$ cat src/rtl/shared_reg_arbiter_pkg.sv
// Shared types and width helpers for the shared-register arbiter and its picker.
package shared_reg_arbiter_pkg;

  typedef enum logic [1:0] {
    IDLE = 2'd0,
    OWN  = 2'd1,
    TURN = 2'd2
  } state_e;

  function automatic int clog2(input int v);
    int r;
    r = 0;
    while ((1 << r) < v) r++;
    return r;
  endfunction

  function automatic int id_width(input int n);
    return (clog2(n) < 1) ? 1 : clog2(n);
  endfunction

endpackage

$ cat src/rtl/shared_reg_arbiter_if.sv
// Requester-side bus of the shared-register arbiter; slave is the arbiter.
interface shared_reg_arbiter_if
  import shared_reg_arbiter_pkg::*;
#(
  parameter int N = 4,
  parameter int W = 8,
  localparam int IDW = id_width(N)
) ();

  logic [N-1:0]   req_i;
  logic [N-1:0]   rel_i;
  logic [N-1:0]   wr_en_i;
  logic [N*W-1:0] wdata_i;
  logic [N-1:0]   grant_o;
  logic [IDW-1:0] owner_id_o;
  logic           busy_o;
  logic [W-1:0]   q_o;
  logic           timeout_o;
  logic           viol_o;

  modport slave (
    input  req_i, rel_i, wr_en_i, wdata_i,
    output grant_o, owner_id_o, busy_o, q_o, timeout_o, viol_o
  );

  modport master (
    output req_i, rel_i, wr_en_i, wdata_i,
    input  grant_o, owner_id_o, busy_o, q_o, timeout_o, viol_o
  );

endinterface

$ cat src/rtl/shared_reg_arbiter_rr_pick.sv
// Combinational round-robin picker: first set request scanning ptr, ptr+1, ... mod N.
module shared_reg_arbiter_rr_pick
  import shared_reg_arbiter_pkg::*;
#(
  parameter int N = 4,
  localparam int IDW = id_width(N)
) (
  input  logic [N-1:0]   req_i,
  input  logic [IDW-1:0] ptr_i,
  output logic           any_o,
  output logic [IDW-1:0] sel_o
);

  // Scan from the far end so the candidate nearest ptr is written last and wins.
  always_comb begin
    int idx;
    idx   = 0;
    any_o = 1'b0;
    sel_o = '0;
    for (int k = N - 1; k >= 0; k--) begin
      idx = int'(ptr_i) + k;
      if (idx >= N) idx = idx - N;
      if (req_i[IDW'(idx)]) begin
        any_o = 1'b1;
        sel_o = IDW'(idx);
      end
    end
  end

endmodule

$ cat src/rtl/shared_reg_arbiter.sv
// Round-robin owner arbitration, hold-time limit and load control for one shared W-bit register.
//   state | meaning
//   IDLE  | no owner; arbitrate pending requests from ptr
//   OWN   | one requester holds the register and may write it
//   TURN  | mandatory one-cycle gap after ownership ends
module shared_reg_arbiter
  import shared_reg_arbiter_pkg::*;
#(
  parameter int            N         = 4,
  parameter int            W         = 8,
  parameter int            HOLD_MAX  = 16,
  parameter logic [W-1:0]  RESET_VAL = '0,
  localparam int           IDW       = id_width(N),
  localparam int           CW        = id_width(HOLD_MAX)
) (
  input logic                          clk,
  input logic                          reset,
  shared_reg_arbiter_if.slave          bus
);

  state_e         state_q;
  logic [N-1:0]   grant_q;
  logic [IDW-1:0] owner_q;
  logic [IDW-1:0] ptr_q;
  logic [CW-1:0]  cnt_q;
  logic           busy_q;
  logic [W-1:0]   q_q;
  logic           timeout_q;
  logic           viol_q;

  logic           any;
  logic [IDW-1:0] sel;
  logic           last_slot;
  logic           owner_rel;
  logic           own_end;

  shared_reg_arbiter_rr_pick #(.N(N)) u_pick (
    .req_i (bus.req_i),
    .ptr_i (ptr_q),
    .any_o (any),
    .sel_o (sel)
  );

  assign last_slot = (cnt_q == CW'(HOLD_MAX - 1));
  assign owner_rel = bus.rel_i[owner_q] | ~bus.req_i[owner_q];
  assign own_end   = owner_rel | last_slot;

  always_ff @(posedge clk or posedge reset) begin
    if (reset) begin
      state_q   <= IDLE;
      grant_q   <= '0;
      owner_q   <= '0;
      ptr_q     <= '0;
      cnt_q     <= '0;
      busy_q    <= 1'b0;
      q_q       <= RESET_VAL;
      timeout_q <= 1'b0;
      viol_q    <= 1'b0;
    end else begin
      timeout_q <= 1'b0;
      viol_q    <= 1'b0;
      case (state_q)
        IDLE: begin
          if (any) begin
            grant_q      <= '0;
            grant_q[sel] <= 1'b1;
            owner_q      <= sel;
            busy_q       <= 1'b1;
            cnt_q        <= '0;
            state_q      <= OWN;
          end
        end
        OWN: begin
          if (bus.wr_en_i[owner_q]) q_q <= bus.wdata_i[owner_q*W +: W];
          if (|(bus.wr_en_i & ~grant_q)) viol_q <= 1'b1;
          if (own_end) begin
            // An explicit release in the last permitted cycle is not a timeout.
            timeout_q <= last_slot & ~owner_rel;
            grant_q   <= '0;
            busy_q    <= 1'b0;
            owner_q   <= '0;
            ptr_q     <= (owner_q == IDW'(N - 1)) ? '0 : owner_q + 1'b1;
            state_q   <= TURN;
          end else begin
            cnt_q <= cnt_q + 1'b1;
          end
        end
        TURN:    state_q <= IDLE;
        default: state_q <= IDLE;
      endcase
    end
  end

  assign bus.grant_o    = grant_q;
  assign bus.owner_id_o = owner_q;
  assign bus.busy_o     = busy_q;
  assign bus.q_o        = q_q;
  assign bus.timeout_o  = timeout_q;
  assign bus.viol_o     = viol_q;

endmodule
$ cat src/flat_wrapper.sv
// flat-port wrapper written by rule: the top's interface ports become plain ports
module shared_reg_arbiter_flat import shared_reg_arbiter_pkg::*;
#(
  parameter int            N         = 4,
  parameter int            W         = 8,
  parameter int            HOLD_MAX  = 16,
  parameter logic [W-1:0]  RESET_VAL = '0,
  localparam int           IDW       = id_width(N),
  localparam int           CW        = id_width(HOLD_MAX)
)
  (clk, reset, bus_req_i, bus_rel_i, bus_wr_en_i, bus_wdata_i, bus_grant_o, bus_owner_id_o, bus_busy_o, bus_q_o, bus_timeout_o, bus_viol_o);
  shared_reg_arbiter_if #(.N(N), .W(W)) bus_i ();
  input logic clk;
  input logic reset;
  input wire logic [$bits(bus_i.req_i)-1:0] bus_req_i;
  input wire logic [$bits(bus_i.rel_i)-1:0] bus_rel_i;
  input wire logic [$bits(bus_i.wr_en_i)-1:0] bus_wr_en_i;
  input wire logic [$bits(bus_i.wdata_i)-1:0] bus_wdata_i;
  output wire logic [$bits(bus_i.grant_o)-1:0] bus_grant_o;
  output wire logic [$bits(bus_i.owner_id_o)-1:0] bus_owner_id_o;
  output wire logic [$bits(bus_i.busy_o)-1:0] bus_busy_o;
  output wire logic [$bits(bus_i.q_o)-1:0] bus_q_o;
  output wire logic [$bits(bus_i.timeout_o)-1:0] bus_timeout_o;
  output wire logic [$bits(bus_i.viol_o)-1:0] bus_viol_o;
  assign bus_i.req_i = bus_req_i;
  assign bus_i.rel_i = bus_rel_i;
  assign bus_i.wr_en_i = bus_wr_en_i;
  assign bus_i.wdata_i = bus_wdata_i;
  assign bus_grant_o = bus_i.grant_o;
  assign bus_owner_id_o = bus_i.owner_id_o;
  assign bus_busy_o = bus_i.busy_o;
  assign bus_q_o = bus_i.q_o;
  assign bus_timeout_o = bus_i.timeout_o;
  assign bus_viol_o = bus_i.viol_o;
  shared_reg_arbiter #(.N(N), .W(W), .HOLD_MAX(HOLD_MAX), .RESET_VAL(RESET_VAL)) u_core (.clk(clk), .reset(reset), .bus(bus_i));
endmodule
$ cat config.mk
export PLATFORM = sky130hd
export DESIGN_NAME = shared_reg_arbiter_flat
export DESIGN_NICKNAME = d
export VERILOG_FILES = /design/src/rtl/shared_reg_arbiter_pkg.sv /design/src/rtl/shared_reg_arbiter_if.sv /design/src/rtl/shared_reg_arbiter_rr_pick.sv /design/src/rtl/shared_reg_arbiter.sv /design/src/flat_wrapper.sv
export SDC_FILE = /design/constraint.sdc
export NUM_CORES = 1
export LEC_CHECK = 0
export CORE_MARGIN = 4
export CORE_UTILIZATION = 37
export CTS_CLUSTER_DIAMETER = 80
export CTS_CLUSTER_SIZE = 28
export DETAILED_ROUTE_END_ITERATION = 7
export GPL_ROUTABILITY_DRIVEN = 0
export GPL_TIMING_DRIVEN = 0
export PLACE_DENSITY = 0.75
export SYNTH_ARGS = -nofsm -noshare
export SYNTH_HDL_FRONTEND = slang
export SYNTH_SLANG_ARGS = --single-unit
$ cat constraint.sdc
create_clock -name clk -period 1.55 [get_ports clk]
set_input_delay 0.2325 -clock clk [delete_from_list [all_inputs] [get_ports clk]]
set_output_delay 0.2325 -clock clk [all_outputs]
set_load 0.005 [all_outputs]
Word-level counts from Yosys, hierarchy flattened. Cells that the tools add are included.

Register bits after elaboration: 25. Logic and storage cells: 104.

$add $sub $neg: 9. $lt $le $gt $ge: 11. Eq/ne operators: 6. Shifts and indexed selects: 1. Multiplexer cells: 52. Bitwise logic cells: 7. Reductions and logical operators: 9.

Operators by type and width (count): indexed part select 32 x 6 -> 8 bit (1); two-way mux 2 bit (13); two-way mux 1 bit (22); < comparator 2 x 4 -> 1 bit (second input constant) (4); two-way mux 4 bit (4); one-hot mux 4 bit (2 select lines) (2); binary-select mux 1 bit (select 2 bit) (7); >= comparator 3 bit (second input constant) (3); one-hot mux 2 bit (2 select lines) (2); subtractor 2 x 1 -> 2 bit (second input constant) (4); adder 2 x 2 -> 3 bit (second input constant) (2); < comparator 2 x 3 -> 1 bit (second input constant) (2); AND reduction 2 bit (3); AND reduction 3 bit (2); adder 4 x 1 -> 4 bit (second input constant) (1); AND 4 bit (1); == test 4 bit (second input constant) (1); inequality test 2 x 1 -> 1 bit (second input constant) (2); inverter 4 bit (1); OR reduction 4 bit (1); adder 2 x 1 -> 3 bit (second input constant) (1); >= comparator 2 x 3 -> 1 bit (second input constant) (1); adder 2 x 1 -> 2 bit (second input constant) (1); demux 1 bit (select 2 bit) (1); other kinds (11) (13).

Longest topological paths before layout. Gate-level depths: netlist (run 1).

Word-level depth: 16. Depth in mapped cells: 4.

Cells and area by module. A second synthesis (run 1) with hierarchy kept.

Cell total of the unflattened synthesis: 123. Area, all modules: 1416.4 sq um.

Modules (own cells, without submodules): shared_reg_arbiter (instances 1, cells each 110, area an instance 1338.8 sq um); shared_reg_arbiter_rr_pick (instances 1, cells each 13, area an instance 77.6 sq um).

Least setup slack after synthesis (run 1). Ideal clock, no wire load.

Path type: register -> register. From: reg u_core.owner_q[1] (netlist: u_core.bus.owner_id_o[1]). To: reg u_core.owner_q[0] (netlist: u_core.bus.owner_id_o[0]). Data arrival time: 1587 ps. Slack: -158 ps. Cell stages (with the launch flop): 4. Period minus slack after synthesis: 1708 ps. Cell sequence: dfrtp_1 -> mux4_2 -> a311o_1 -> a22o_1.

Cells in the longest elaborated chain, start to end: 7.

Ends and longest elaborated chain: from (decl) (RTL line shared_reg_arbiter.sv:23) `logic [IDW-1:0] owner_q;`; from (signal assigned) (RTL line shared_reg_arbiter.sv:67) `owner_q <= sel;`; binary-select mux 1 bit (select 2 bit) (RTL line shared_reg_arbiter.sv:45) `assign owner_rel = bus.rel_i[owner_q] | ~bus.req_i[owner_q];`; two-way mux 1 bit (not written as such) (RTL line shared_reg_arbiter.sv:45); inverter 1 bit (RTL line shared_reg_arbiter.sv:45); OR 1 bit * (RTL line shared_reg_arbiter.sv:45); OR 1 bit * (RTL line shared_reg_arbiter.sv:46) `assign own_end = owner_rel | last_slot;`; inequality test 2 x 1 -> 1 bit (no line) *; AND reduction 3 bit (no line) *.

Every way passes the cells marked *; elsewhere a longest branch is shown, timed or not. The select of a mux whose other input is x is not followed. A chain may end at the register's enable or synchronous reset.

Worst setup path after layout (run 1).
From: reg u_core.owner_q[1] (netlist: u_core.bus.owner_id_o[1]). To: reg u_core.state_q[0].

Cells in the longest elaborated chain, start to end: 7.

Ends and longest elaborated chain: binary-select mux 1 bit (select 2 bit) (RTL line shared_reg_arbiter.sv:45); two-way mux 1 bit (not written as such) (RTL line shared_reg_arbiter.sv:45); inverter 1 bit (RTL line shared_reg_arbiter.sv:45); OR 1 bit * (RTL line shared_reg_arbiter.sv:45); OR 1 bit * (RTL line shared_reg_arbiter.sv:46); inequality test 2 x 1 -> 1 bit (no line) *; AND reduction 2 bit (no line) *; to (signal assigned) (RTL line shared_reg_arbiter.sv:50) `state_q <= IDLE;`; to (signal assigned) (RTL line shared_reg_arbiter.sv:70) `state_q <= OWN;`; to (signal assigned) (RTL line shared_reg_arbiter.sv:83) `state_q <= TURN;`; to (decl) (RTL line shared_reg_arbiter.sv:21) `state_e state_q;`.

Marks and branches as above.

==> impl_metrics.toml, run 1 <==
[outcome]
run_status = "finished with violations"
failing_checks = "negative setup slack"

[finish]
antenna_cells = 0
post_route_cells_drive_above_1_share_pct = 24.0
final_net_count = 228
final_area_um2 = 2250
synthToLayoutAreaGrowth_pct = 61.9
fillerInstances = 280

[route]
dr.first_iter.drc_count = 32
wire_per_inst_um = 16.4
detail-route-antenna-nets = 0
route.final.wire_length_um = 3720
detailedRoute.firstPassIterationCount = 4
vias = 1221
remaining_drc_errors = 0
drt-vias-per-instance = 5.38

[timing]
totalNegativeSetupSlack_ns = -1.96
grt_setup_unrepaired = "true"
worst_pin_slew_ns = 0.942
setup_viol = 21
timing.clock.skew_ns = 0.00509
fin_crit_sh_pct = 111
slew_violations = 0
slew-limit-headroom_pct = 37.1
max_clock_freq_mhz = 579
finalHoldViolCount = 0
final.min_clock_period_ns = 1.73
post-route-worst-setup-slack_ns = -0.176

[die]
design.die.area_um2 = 4800
rows = 22
dieWidth_um = 69.3
start_util_pct = 38.3
placeableCoreArea_um2 = 3630
pin_count = 63
floorplan.die.height_um = 69.3

[clock_network]
tritoncts = "done"
h-tree-depth = 1
clock_tree.root_cell = "sky130_fd_sc_hd__clkbuf_8"
insertion_delay_ns = 0.27
hold_buffers = 0
clk_transition_reported_paths_ns = 0.09
cts_buffers = 3
num_clock_sinks = 25
max_clock_buf_depth = 2

[synthesis]
post_synth_inst_count = 109
postSynth.asyncResetShare_pct = 100
synth_top_area_share_pct = 45.0
postSynth.topFlopCell = "sky130_fd_sc_hd__dfrtp_1"
yosys.cell_types.count = 35
ys_seq_elements = 25
top_area_cells_in_the_synthesized_netlist = "sky130_fd_sc_hd__dfrtp_1 (45%), sky130_fd_sc_hd__mux4_2 (16%), sky130_fd_sc_hd__mux2_2 (8.9%)"
synth_largest_area_cell = "sky130_fd_sc_hd__dfrtp_1"
syn_avg_cell_area_um2 = 12.8
synth-edff-count = 0
synthesis.nets = 157
cell_area_after_synthesis_um2 = 1390
synth.yosys.warnings = 0
synth_seq_area_share_pct = 45.0

[setup_path]
critPathSlowestCell = "sky130_fd_sc_hd__mux4_2"
critical_path.n_buffers_inverters = 1
worstSetupPathDepth = 4
cp-end-kind = "register"
critical-path-max-stage-delay_ns = 0.58
criticalPathCategory = "reg -> reg"
cp.required_ns = 1.71
worstSetupStartpointType = "register"
reg2regPathDepth = 4
cp_max_fo = 4
critPathTopFamily = "multiplexers"
setup.reg_to_reg.worst_slack_ns = -0.18
chain_of_cells_forming_the_critical_path = "mux4_2 -> buf_4 -> and3_4 -> or2_2"
cp.arrival_ns = 1.89

[grt]
first_global_vias = 1349
overall_global_routing_usage_pct = 16.0
global_route_wire_length_before_repair_um = 6300
gr-total-overflow = 0
grt_max_degree = 26
grt_antenna_before_repair = 0

[placed_design]
hpwlAfterDp_um = 2870
placedInstanceArea_um2 = 2080
port_buffers = 62

[power]
worst_ir_drop_vdd_mv = 0.561
pwr_density_cell_nw_per_um2 = 1540
p_total_uw = 3470
leakagePower_uw = 0.000963

[min_path]
min_path_type = "in -> async"

[flow_run]
max-cap-violations = 0
[cell type report]
class	instances	area [um^2]	share of cell area [%]
Inverter	8	30.0	1.33
Sequential cell	25	628	27.9
Clock inverter	1	5.00	0.222
Timing Repair Buffer	66	654	29.1
Clock buffer	3	41.3	1.83
Tap cell	48	60.1	2.67
Buffer	2	22.5	1.00
Multi-Input combinational cell	74	810	36.0
[worst register-to-register path, cell delays in order (launching register included)]
cell	delay, ns
sky130_fd_sc_hd__dfrtp_2	0.43
sky130_fd_sc_hd__mux4_2	0.58
sky130_fd_sc_hd__buf_4	0.18
sky130_fd_sc_hd__and3_4	0.16
sky130_fd_sc_hd__or2_2	0.27
[cell families after synthesis]
kind of cell	after synthesis	synth area share, %
AND/OR/NAND/NOR	26	9.72
AO/OA/AOI/OAI	23	14.0
adder cells (fa/ha/maj)	2	1.80
buffers and inverters	10	2.88
flip-flops	25	45.0
multiplexers	23	26.6
[metal layers]
metal	vias up	part of all wire (%)	track usage [%]
met2	51	51	27.9
met1	596	41	18.6
met4	0	2.2	6.72
li1	567	-	-
met5	-	0	0
met3	7	6.2	4.06
[state kept, by name, summed over array words and instances (netlist names)]
signal,flops
u_core.ptr_q,2
u_core.bus.q_o,8
u_core.bus.owner_id_o,2
u_core.bus.timeout_o,1
u_core.bus.grant_o,4
u_core.bus.viol_o,1
u_core.cnt_q,4
u_core.state_q,2
u_core.bus.busy_o,1
[through the flow]
step	setup WS, ns	util, %	hold WS, ns	std cells
detailed placement	-0.660	57.3	0.493	219
global route	-0.227	61.9	0.535	227
finish	-0.176	61.9	0.475	227
floorplan	-0.0873	-	0.260	109
CTS	-0.210	59.4	0.509	225
global placement	-0.617	57.3	0.487	219
[placed cells by master (no fill, tap or decap), drive strengths merged, types with 2 or more instances in the layout]
master and instances:
a32o 4, buf 6, nor2b 6, nor3 2
o22ai 2, dlygate4sd2 4, nand3 2, mux4 10
dfrtp 25, dlymetal6s2s 2, ha 2, clkdlybuf4s50 56
inv 8, a22o 2, a21oi 3, nand2b 2
nand2 5, mux2 11, mux2i 2, nor2 4
clkbuf 3
[synthesized netlist by cell type, drive strengths merged, types with 2 or more instances]
cell type and count:
inv 8, o22ai 2, nand3 2, mux4 10
mux2 11, buf 2, a32o 4, ha 2
dfrtp 25, nor3 2, nor2b 6, mux2i 2
a22o 2, nand2 5, nand2b 2, nor2 4
a21oi 3
[worst paths after layout]
check                                    startpoint                  endpoint
hold reg to reg                   u_core.bus.q_o[7]         u_core.bus.q_o[7]
setup reg to reg           u_core.bus.owner_id_o[1]         u_core.state_q[0]
setup / recovery           u_core.bus.owner_id_o[1]         u_core.state_q[0]
min in group clk                  u_core.bus.q_o[7]         u_core.bus.q_o[7]
max in group asynchronous                     reset  u_core.bus.owner_id_o[0]
hold / removal                                reset         u_core.bus.q_o[4]
[power by group]
group | switching, uW | internal, uW | total [uW]
Combinational | 690 | 1230 | 1920
Sequential | 240 | 922 | 1160
Clock | 214 | 180 | 394
Total | 1140 | 2330 | 3470
[timing repair]
item / 4_1_cts / 5_1_grt
endpoints found under the setup margin: 22 / 23
gates resized for setup: 8 / 22
setup buffers: 2 / 2
pin swaps: 4 / 4
Note: power is estimated with default switching activity, not from simulation.
==> run 2: changes to the inputs <==
--- a/config.mk
+++ b/config.mk
@@ -13,6 +13,7 @@
 export GPL_ROUTABILITY_DRIVEN = 0
 export GPL_TIMING_DRIVEN = 0
 export PLACE_DENSITY = 0.75
+export SLEW_MARGIN = 25
 export SYNTH_ARGS = -nofsm -noshare
 export SYNTH_HDL_FRONTEND = slang
 export SYNTH_SLANG_ARGS = --single-unit
==> run 2 against run 1 <==
The run still ends with negative setup slack left. Core utilization unchanged. Global-route usage unchanged. Clock skew hardly changed. Critical endpoint unchanged. Sequential power about the same. Register-to-register slack about the same. Critical path type unchanged. Worst setup slack is essentially flat. Die area unchanged.
==> impl_metrics.toml, run 2 (same netlist as run 1, synthesis figures left out) <==
[setup_path]
cp.arrival_ns = 1.89
chain_of_cells_forming_the_critical_path = "mux4_2 -> buf_4 -> and3_4 -> or2_2"
critPathSlowestCell = "sky130_fd_sc_hd__mux4_2"
criticalPathCategory = "reg -> reg"
cp-end-kind = "register"
crit_path_start = "u_core.bus.owner_id_o[1]"
reg2reg_from = "u_core.bus.owner_id_o[1]"
cp_max_fo = 4
worstSetupStartpointType = "register"
cp.required_ns = 1.71
critical-path-max-stage-delay_ns = 0.58

[die]
floorplan.die.height_um = 69.3
design.die.area_um2 = 4800
pin_count = 63
dieWidth_um = 69.3
start_util_pct = 38.3
placeableCoreArea_um2 = 3630
rows = 22

[clock_network]
hold_buffers = 0
h-tree-depth = 1
insertion_delay_ns = 0.27
clk_transition_reported_paths_ns = 0.09
tritoncts = "done"
clock_tree.root_cell = "sky130_fd_sc_hd__clkbuf_8"
cts_buffers = 3
max_clock_buf_depth = 2
num_clock_sinks = 25

[power]
leakagePower_uw = 0.000959
p_total_uw = 3470
p_sw_share_pct = 32.9
comb_power_share_pct = 55.2
switchingPower_uw = 1140
worst_ir_drop_vdd_mv = 0.561
power.internal_uw = 2330
power.share.sequential_pct = 33.4
pwr_density_cell_nw_per_um2 = 1540
clkPwrFrac_pct = 11.3

[timing]
timing.clock.skew_ns = 0.00508
slew_violations = 0
final.min_clock_period_ns = 1.73
slew-limit-headroom_pct = 40.6
grt_setup_unrepaired = "true"
fin_crit_sh_pct = 111
worst_pin_slew_ns = 0.885
final_worst_hold_slack_ns = 0.347
setup_viol = 21
post-route-worst-setup-slack_ns = -0.176
max_clock_freq_mhz = 579
finalHoldViolCount = 0

[route]
detail-route-antenna-nets = 0
remaining_drc_errors = 0
route.final.wire_length_um = 3720
vias = 1222
detailedRoute.firstPassIterationCount = 4
dr.first_iter.drc_count = 32
drt-vias-per-instance = 5.38
wire_per_inst_um = 16.4

[placed_design]
hpwlAfterDp_um = 2870
placement.setup.worst_slack_ns = -0.660
port_buffers = 62
placedInstanceArea_um2 = 2080

[finish]
synthToLayoutAreaGrowth_pct = 61.9
final_area_um2 = 2250
final_common_cell = "sky130_fd_sc_hd__clkdlybuf4s50_1"
antenna_cells = 0
post_route_cells_drive_above_1_share_pct = 24.0
fillerInstances = 280
largest_reg_flops = 8
final_net_count = 228
layout.cells.most_common_list = "sky130_fd_sc_hd__clkdlybuf4s50_1 (56), sky130_fd_sc_hd__dfrtp_1 (23), sky130_fd_sc_hd__mux4_2 (10), sky130_fd_sc_hd__mux2_4 (10), sky130_fd_sc_hd__inv_1 (7)"

[grt]
grt_antenna_before_repair = 0
grt_max_degree = 26
first_global_vias = 1349
gr-total-overflow = 0
global_route_wire_length_before_repair_um = 6300
overall_global_routing_usage_pct = 16.0

[min_path]
min_path_type = "in -> async"

[outcome]
run_status = "finished with violations"
failing_checks = "negative setup slack"

[flow_run]
max-cap-violations = 0
-- run 2: cell types whose count changed in the layout (fill, tap and decap cells not counted) --
cell	previous run	this run
sky130_fd_sc_hd__inv_1	8	7
sky130_fd_sc_hd__clkinv_1	0	1
-- run 2: power by group through the flow --
stage	Combinational (uW)	Clock, uW	Sequential (uW)
2_1_floorplan	941	0	1130
3_3_place_gp	1610	0	1130
3_5_place_dp	1650	0	1150
4_1_cts	1730	393	1140
5_1_grt	2070	427	1210
6_report	1920	394	1160
-- run 2: repair_timing --
action                     in CTS  in global routing
buffers inserted                2                  2
gates resized for setup         8                 22
setup endpoints to repair      22                 23
pin swaps                       4                  4
-- run 2: routing by layer --
layer  routed length (um)  global-route usage [%]  up-vias
met1                 1520                    18.6      597
met3                  229                    4.06        7
met2                 1880                    27.9       51
met4                   83                    6.72        0
met5                    0                       0        -
li1                     -                       -      567
-- run 2: worst paths after layout --
check	to	slack, ns	cells past startpoint
max in group asynchronous	u_core.bus.owner_id_o[0]	0.75	2
min in group clk	u_core.bus.q_o[7]	0.51	1
min reg2reg	u_core.bus.q_o[7]	0.51	1
max	u_core.state_q[0]	-0.18	4
max reg2reg	u_core.state_q[0]	-0.18	4
min	u_core.bus.q_o[4]	0.35	2
-- run 2: layout make-up --
| class | count | area [um^2] | share of cell area, % |
|---|---|---|---|
| Clock buffer | 3 | 41.3 | 1.83 |
| Multi-Input combinational cell | 74 | 810 | 36.0 |
| Buffer | 2 | 22.5 | 1.00 |
| Inverter | 8 | 30.0 | 1.33 |
| Sequential cell | 25 | 628 | 27.9 |
| Timing Repair Buffer | 66 | 654 | 29.1 |
| Tap cell | 48 | 60.1 | 2.67 |
| Clock inverter | 1 | 5.00 | 0.222 |
-- run 2: stage by stage --
stage	cells	setup TNS, ns	util [%]
finish	227	-1.96	61.9
detailed placement	219	-10.57	57.3
CTS	225	-3.06	59.4
global route	227	-2.83	61.9
floorplan	109	-0.666	-
global placement	219	-9.75	57.3
-- run 2: worst max-delay path, delay by kind of cell, from the launching register on --
kind                   cells  cell delay (ns)
muxes                      1             0.58
and+or+nand+nor            2             0.43
DFF                        1             0.43
buffers and inverters      1             0.18
